[src/rtl/svc_rv_soc_run_ctrl_if.sv]
// Host-side start/result channel of the SoC run controller.
// The sequencer drives the master side, the controller sits on the slave side.
interface svc_rv_soc_run_ctrl_if #(
    parameter int CNT_W = 32
);
    logic             start_valid;
    logic             start_ready;
    logic [CNT_W-1:0] timeout_limit;
    logic             abort;
    logic             busy;
    logic             done_valid;
    logic             done_ready;
    logic [CNT_W-1:0] done_cycles;
    logic             done_timeout;

    modport master (
        output start_valid,
        output timeout_limit,
        output abort,
        output done_ready,
        input  start_ready,
        input  busy,
        input  done_valid,
        input  done_cycles,
        input  done_timeout
    );

    modport slave (
        input  start_valid,
        input  timeout_limit,
        input  abort,
        input  done_ready,
        output start_ready,
        output busy,
        output done_valid,
        output done_cycles,
        output done_timeout
    );
endinterface

[src/rtl/svc_rv_soc_run_ctrl.sv]
// Run controller: holds the SoC in reset, releases it, and times the run
// until ebreak or timeout, returning the cycle count on a valid/ready port.
module svc_rv_soc_run_ctrl #(
    parameter int RST_CYCLES = 4,
    parameter int CNT_W      = 32
) (
    input  logic                 clk,
    input  logic                 rst,
    svc_rv_soc_run_ctrl_if.slave ctl,
    output logic                 soc_rst_n,
    input  logic                 soc_ebreak
);

    typedef enum logic [1:0] {
        IDLE,
        RESET,
        RUN,
        DONE
    } state_t;

    localparam logic [7:0] RST_INIT = 8'(RST_CYCLES);

    state_t           state;
    state_t           state_nxt;
    logic [7:0]       rst_cnt;
    logic [CNT_W-1:0] run_cnt;
    logic [CNT_W-1:0] run_cnt_inc;
    logic [CNT_W-1:0] limit;
    logic             hit;

    // Saturating increment keeps an unlimited run from wrapping to 0
    assign run_cnt_inc = (run_cnt == '1) ? run_cnt : run_cnt + 1'b1;
    assign hit         = (limit != '0) && (run_cnt_inc == limit);

    always_comb begin
        state_nxt = state;
        unique case (state)
            IDLE: begin
                if (ctl.start_valid) state_nxt = RESET;
            end
            RESET: begin
                if (ctl.abort)          state_nxt = IDLE;
                else if (rst_cnt == 8'd1) state_nxt = RUN;
            end
            RUN: begin
                if (ctl.abort)            state_nxt = IDLE;
                else if (soc_ebreak || hit) state_nxt = DONE;
            end
            DONE: begin
                if (ctl.done_ready) state_nxt = IDLE;
            end
        endcase
    end

    always_ff @(posedge clk) begin
        if (rst) begin
            state            <= IDLE;
            ctl.start_ready  <= 1'b1;
            ctl.busy         <= 1'b0;
            ctl.done_valid   <= 1'b0;
            ctl.done_cycles  <= '0;
            ctl.done_timeout <= 1'b0;
            soc_rst_n        <= 1'b0;
            rst_cnt          <= '0;
            run_cnt          <= '0;
            limit            <= '0;
        end else begin
            state           <= state_nxt;
            ctl.start_ready <= (state_nxt == IDLE);
            ctl.busy        <= (state_nxt == RESET) || (state_nxt == RUN);
            ctl.done_valid  <= (state_nxt == DONE);
            soc_rst_n       <= (state_nxt == RUN);
            unique case (state)
                IDLE: begin
                    if (ctl.start_valid) begin
                        limit   <= ctl.timeout_limit;
                        rst_cnt <= RST_INIT;
                    end
                end
                RESET: begin
                    rst_cnt <= rst_cnt - 8'd1;
                    run_cnt <= '0;
                end
                RUN: begin
                    // Abort beats ebreak and timeout: no result is recorded
                    if (!ctl.abort) begin
                        if (soc_ebreak) begin
                            ctl.done_cycles  <= run_cnt_inc;
                            ctl.done_timeout <= 1'b0;
                        end else if (hit) begin
                            ctl.done_cycles  <= limit;
                            ctl.done_timeout <= 1'b1;
                        end else begin
                            run_cnt <= run_cnt_inc;
                        end
                    end
                end
                DONE: begin
                end
            endcase
        end
    end

endmodule

[src/flat_wrapper.sv]
// flat-port wrapper written by rule: the top's interface ports become plain ports
module svc_rv_soc_run_ctrl_flat 
#(
    parameter int RST_CYCLES = 4,
    parameter int CNT_W      = 32
)
  (clk, rst, soc_rst_n, soc_ebreak, ctl_start_valid, ctl_timeout_limit, ctl_abort, ctl_done_ready, ctl_start_ready, ctl_busy, ctl_done_valid, ctl_done_cycles, ctl_done_timeout);
  svc_rv_soc_run_ctrl_if #(.CNT_W(CNT_W)) ctl_i ();
  input  logic clk;
  input  logic rst;
  output logic soc_rst_n;
  input  logic soc_ebreak;
  input wire logic [$bits(ctl_i.start_valid)-1:0] ctl_start_valid;
  input wire logic [$bits(ctl_i.timeout_limit)-1:0] ctl_timeout_limit;
  input wire logic [$bits(ctl_i.abort)-1:0] ctl_abort;
  input wire logic [$bits(ctl_i.done_ready)-1:0] ctl_done_ready;
  output wire logic [$bits(ctl_i.start_ready)-1:0] ctl_start_ready;
  output wire logic [$bits(ctl_i.busy)-1:0] ctl_busy;
  output wire logic [$bits(ctl_i.done_valid)-1:0] ctl_done_valid;
  output wire logic [$bits(ctl_i.done_cycles)-1:0] ctl_done_cycles;
  output wire logic [$bits(ctl_i.done_timeout)-1:0] ctl_done_timeout;
  assign ctl_i.start_valid = ctl_start_valid;
  assign ctl_i.timeout_limit = ctl_timeout_limit;
  assign ctl_i.abort = ctl_abort;
  assign ctl_i.done_ready = ctl_done_ready;
  assign ctl_start_ready = ctl_i.start_ready;
  assign ctl_busy = ctl_i.busy;
  assign ctl_done_valid = ctl_i.done_valid;
  assign ctl_done_cycles = ctl_i.done_cycles;
  assign ctl_done_timeout = ctl_i.done_timeout;
  svc_rv_soc_run_ctrl #(.RST_CYCLES(RST_CYCLES), .CNT_W(CNT_W)) u_core (.clk(clk), .rst(rst), .ctl(ctl_i), .soc_rst_n(soc_rst_n), .soc_ebreak(soc_ebreak));
endmodule
[config.mk]
export PLATFORM = sky130hd
export DESIGN_NAME = svc_rv_soc_run_ctrl_flat
export DESIGN_NICKNAME = d
export VERILOG_FILES = /design/src/rtl/svc_rv_soc_run_ctrl_if.sv /design/src/rtl/svc_rv_soc_run_ctrl.sv /design/src/flat_wrapper.sv
export SDC_FILE = /design/constraint.sdc
export NUM_CORES = 1
export LEC_CHECK = 0
export ABC_CLOCK_PERIOD_IN_PS = 3700
export CAP_MARGIN = 20
export CORE_MARGIN = 10
export CORE_UTILIZATION = 47
export CTS_CLUSTER_DIAMETER = 50
export DETAILED_ROUTE_END_ITERATION = 6
export PLACE_DENSITY = 0.7
export SYNTH_ARGS = -nofsm -noshare
export SYNTH_HDL_FRONTEND = slang
export SYNTH_SLANG_ARGS = --single-unit
[constraint.sdc]
create_clock -name clk -period 3.7 [get_ports clk]
set_input_delay 0.74 -clock clk [delete_from_list [all_inputs] [get_ports clk]]
set_output_delay 0.74 -clock clk [all_outputs]
set_load 0.02 [all_outputs]
==> impl_metrics.tcl <==
set metrics [dict create \
    tightest_slew_ns 0.648 \
    grt_max_degree 91 \
    fp.coreArea_mm2 0.0151 \
    worst-endpoint-arrival_ns 3.93 \
    track_usage 0.259 \
    nets 1066 \
    start_util 0.477 \
    drc 0 \
    die_area_mm2 0.0206 \
    cts_root_buf "clkbuf_16" \
    instances_no_fill 1215 \
    port_buffers 74 \
    cts_max_path_buffers 2 \
    post_drt_wl_per_cell_um 22.6 \
    pwr-share-seq 0.476 \
    hold_end "u_core.ctl.done_cycles[14]" \
    start_kind "flop" \
    required_ns 3.96 \
    ioPinCount 75 \
    cpMostUsedCell "buf_4" \
    relSlewSlack 0.565 \
    setup_viol 0 \
    dr_total_vias 7528 \
    ys.flop_type "dfxtp_1" \
    fin_ws_ns 0.0258 \
    maxCapViolations 0 \
    synthTopCellsByArea "dfxtp_1 (31%), a21oi_1 (6.0%), nand2_1 (5.4%)" \
    hold_viol 0 \
    fillers 1414 \
    end_kind "flop" \
    cpMaxStageDelayCell "dfxtp_1" \
    cts_buffers 9 \
    yosys_register_bits 111 \
    r2r-end "u_core.ctl.start_ready" \
    r2r_slack_ns 0.03 \
    syn_to_final_growth_pct 28.3 \
    vdd_ir_drop_max_mv 0.403 \
    p_sw_frac 0.284 \
    syn-num-nets 945 \
    gp_congestion 1.07 \
    dpl_cell_area_mm2 0.00869 \
    power_frac_clock 0.390 \
    drt_wl_total_um 27400 \
    fin_area_mm2 0.00923 \
    comb_power_share 0.134 \
    htreeDepth 3 \
    slew_viol_final 0 \
    cts.sinks 111 \
    drt-pass1-iter-count 5 \
    powerDensity_mw_per_mm2 291 \
    grt_pass1_vias 7010 \
    fin_crit_ns 3.67 \
    async_flop_share 0 \
    cts_tree "done" \
    synth_largest_area_cell "dfxtp_1" \
    antenna_cells 0 \
    netlist_instances 901 \
    path_clk_slew_ns 0.08 \
    synth_edf_count 0 \
    multiInputGateArea_mm2 0.00467 \
    crit_fanout 8 \
    ctsHoldBuffers 0 \
    holdPathStages 2 \
    worst_r2r_startpoint "u_core.run_cnt[29]" \
    min_from "u_core.ctl.done_cycles[14]" \
    hold_class "flop to flop" \
    viasPerCell 6.20 \
    synth.top_cell.area_share 0.309 \
    drive_gt1_frac 0.211 \
    die_w_um 144 \
    gr-total-overflow 0 \
    grt_pass1_wl_um 41200 \
    yosysSeqAreaShare 0.309 \
    crit_path_start "u_core.run_cnt[29]" \
    syn_area_mm2 0.00719 \
    yosysWarningCount 0 \
    p_sw_mw 0.763 \
    outcome "complete, no violations" \
    p_leak_nw 3.56 \
    critPathMaxStageDelay_ns 0.48 \
    ant_nets 0 \
    synth.distinct_cells 79 \
    regArea_mm2 0.00223 \
    finalSetupTns_ns 0 \
    drtIter0Drc 803 \
    hpwl_um 20400 \
    timing.final.crit_share 0.993 \
    antenna_found_initial 0 \
    rows 45 \
    clkLatencyLatePin_ns 0.37 \
    syn-mean-instance-area_um2 7.98 \
    crit_chain "buf_4 > nand4_1 > nor4_2 > mux2_2 > xor2_1 > nor4_1 > buf_4 > o2111ai_2 > o31ai_4 > nand2_2 > and2_1 > ha_1 > or2_2" \
    r2r_cells 13 \
    pre_cts_ws_ns 0.00996 \
    dp.cells 1195 \
    p_int_mw 1.92 \
    worstSetupPathType "flop to flop" \
    dieHeight_um 144 \
    fin_worst_skew_ns 0.0109 \
    fmax_mhz 272 \
]
## cell usage after synthesis, types with 22 or more instances
cell and instances:
nand3_1 34, o21ai_0 24, xnor2_1 22, buf_2 23, dfxtp_1 111, mux2i_1 22, o211ai_1 32, a21oi_1 86
clkbuf_1 47, nand4_1 22, nor2_1 54, nand2_1 104
## per-stage QoR
| stage | power (mW) | hold slack, ns | utilization |
|---|---|---|---|
| 3_3_place_gp | 1.65 | 0.457 | 0.576 |
| 2_1_floorplan | 1.50 | 0.468 | - |
| 4_1_cts | 2.68 | 0.480 | 0.597 |
| 3_5_place_dp | 1.65 | 0.467 | 0.576 |
| 6_report | 2.68 | 0.479 | 0.611 |
| 5_1_grt | 2.77 | 0.504 | 0.611 |
## worst max path at each step
stage | slack (ns) | endpoint | cells past startpoint
floorplan | 0.03 | u_core.ctl.start_ready | 14
finish | 0.03 | u_core.ctl.start_ready | 13
detailed placement | 0.01 | u_core.ctl.start_ready | 14
global route | -0.04 | u_core.ctl.start_ready | 13
global placement | -0.04 | u_core.ctl.start_ready | 14
CTS | 0.02 | u_core.ctl.start_ready | 14
## sequential cells by signal, summed over array words and instances, names as in the netlist
signal / cells
u_core.ctl.done_timeout: 1
u_core.limit: 32
u_core.ctl.done_cycles: 32
u_core.run_cnt: 32
u_core.soc_rst_n: 1
u_core.state: 2
u_core.rst_cnt: 8
u_core.ctl.start_ready: 1
u_core.ctl.done_valid: 1
u_core.ctl.busy: 1
## routing by layer
layer,track usage,vias up,part of all wire
met4,0.140,0,0.052
met5,0,-,0
met1,0.339,3529,0.42
met2,0.392,360,0.44
li1,-,3554,-
met3,0.0515,85,0.081
## timing repair
item	in CTS	in global routing
setup buffers	0	4
resized for setup	3	44
pin swaps	1	11
setup endpoints to repair	17	59
## power by group through the flow
stage | clock (mW) | sequential (mW) | combinational, mW
floorplan | 0 | 1.28 | 0.216
global placement | 0 | 1.30 | 0.346
detailed placement | 0 | 1.30 | 0.348
CTS | 1.05 | 1.27 | 0.350
global route | 1.10 | 1.28 | 0.389
finish | 1.05 | 1.28 | 0.359
## logic make-up after synthesis
family | count (synthesis) | synth area share
AO/OA/AOI/OAI | 249 | 0.246
AND/OR/NAND/NOR | 360 | 0.270
adder cells (fa/ha/maj) | 6 | 0.0104
buffers and inverters | 104 | 0.0672
XOR/XNOR | 46 | 0.0619
flip-flops | 111 | 0.309
multiplexers | 25 | 0.0353
## worst max-delay path: cells and delay by family (launching register included)
kind | cells | cell delay [ns]
fa+ha+maj | 1 | 0.19
compound gates | 2 | 0.54
xor+xnor | 1 | 0.15
mux | 1 | 0.41
flops | 1 | 0.48
simple gates | 6 | 1.38
buf+inv | 2 | 0.40
## layout make-up
class	instances	share of cell area
Sequential cell	111	0.242
Tap cell	188	0.0255
Timing Repair Buffer	195	0.185
Clock inverter	7	0.00963
Multi-Input combinational cell	686	0.506
Clock buffer	9	0.0244
Inverter	19	0.00773
## layout by cell type (no fill, tap or decap), drive strengths merged, types with 16 or more instances in the layout
cell,synthesis,final
buf,38,123
dfxtp,111,111
nand2,105,105
a21oi,91,91
clkdlybuf4s50,0,72
nor2,54,54
nand3,37,37
o211ai,32,32
o21ai,30,30
nand4,28,28
nor4,24,24
nor3,23,23
xnor2,22,22
mux2i,22,22
xor2,22,22
nor2b,21,21
inv,18,20
nand2b,16,16
Power figures use the tool's default switching activity.
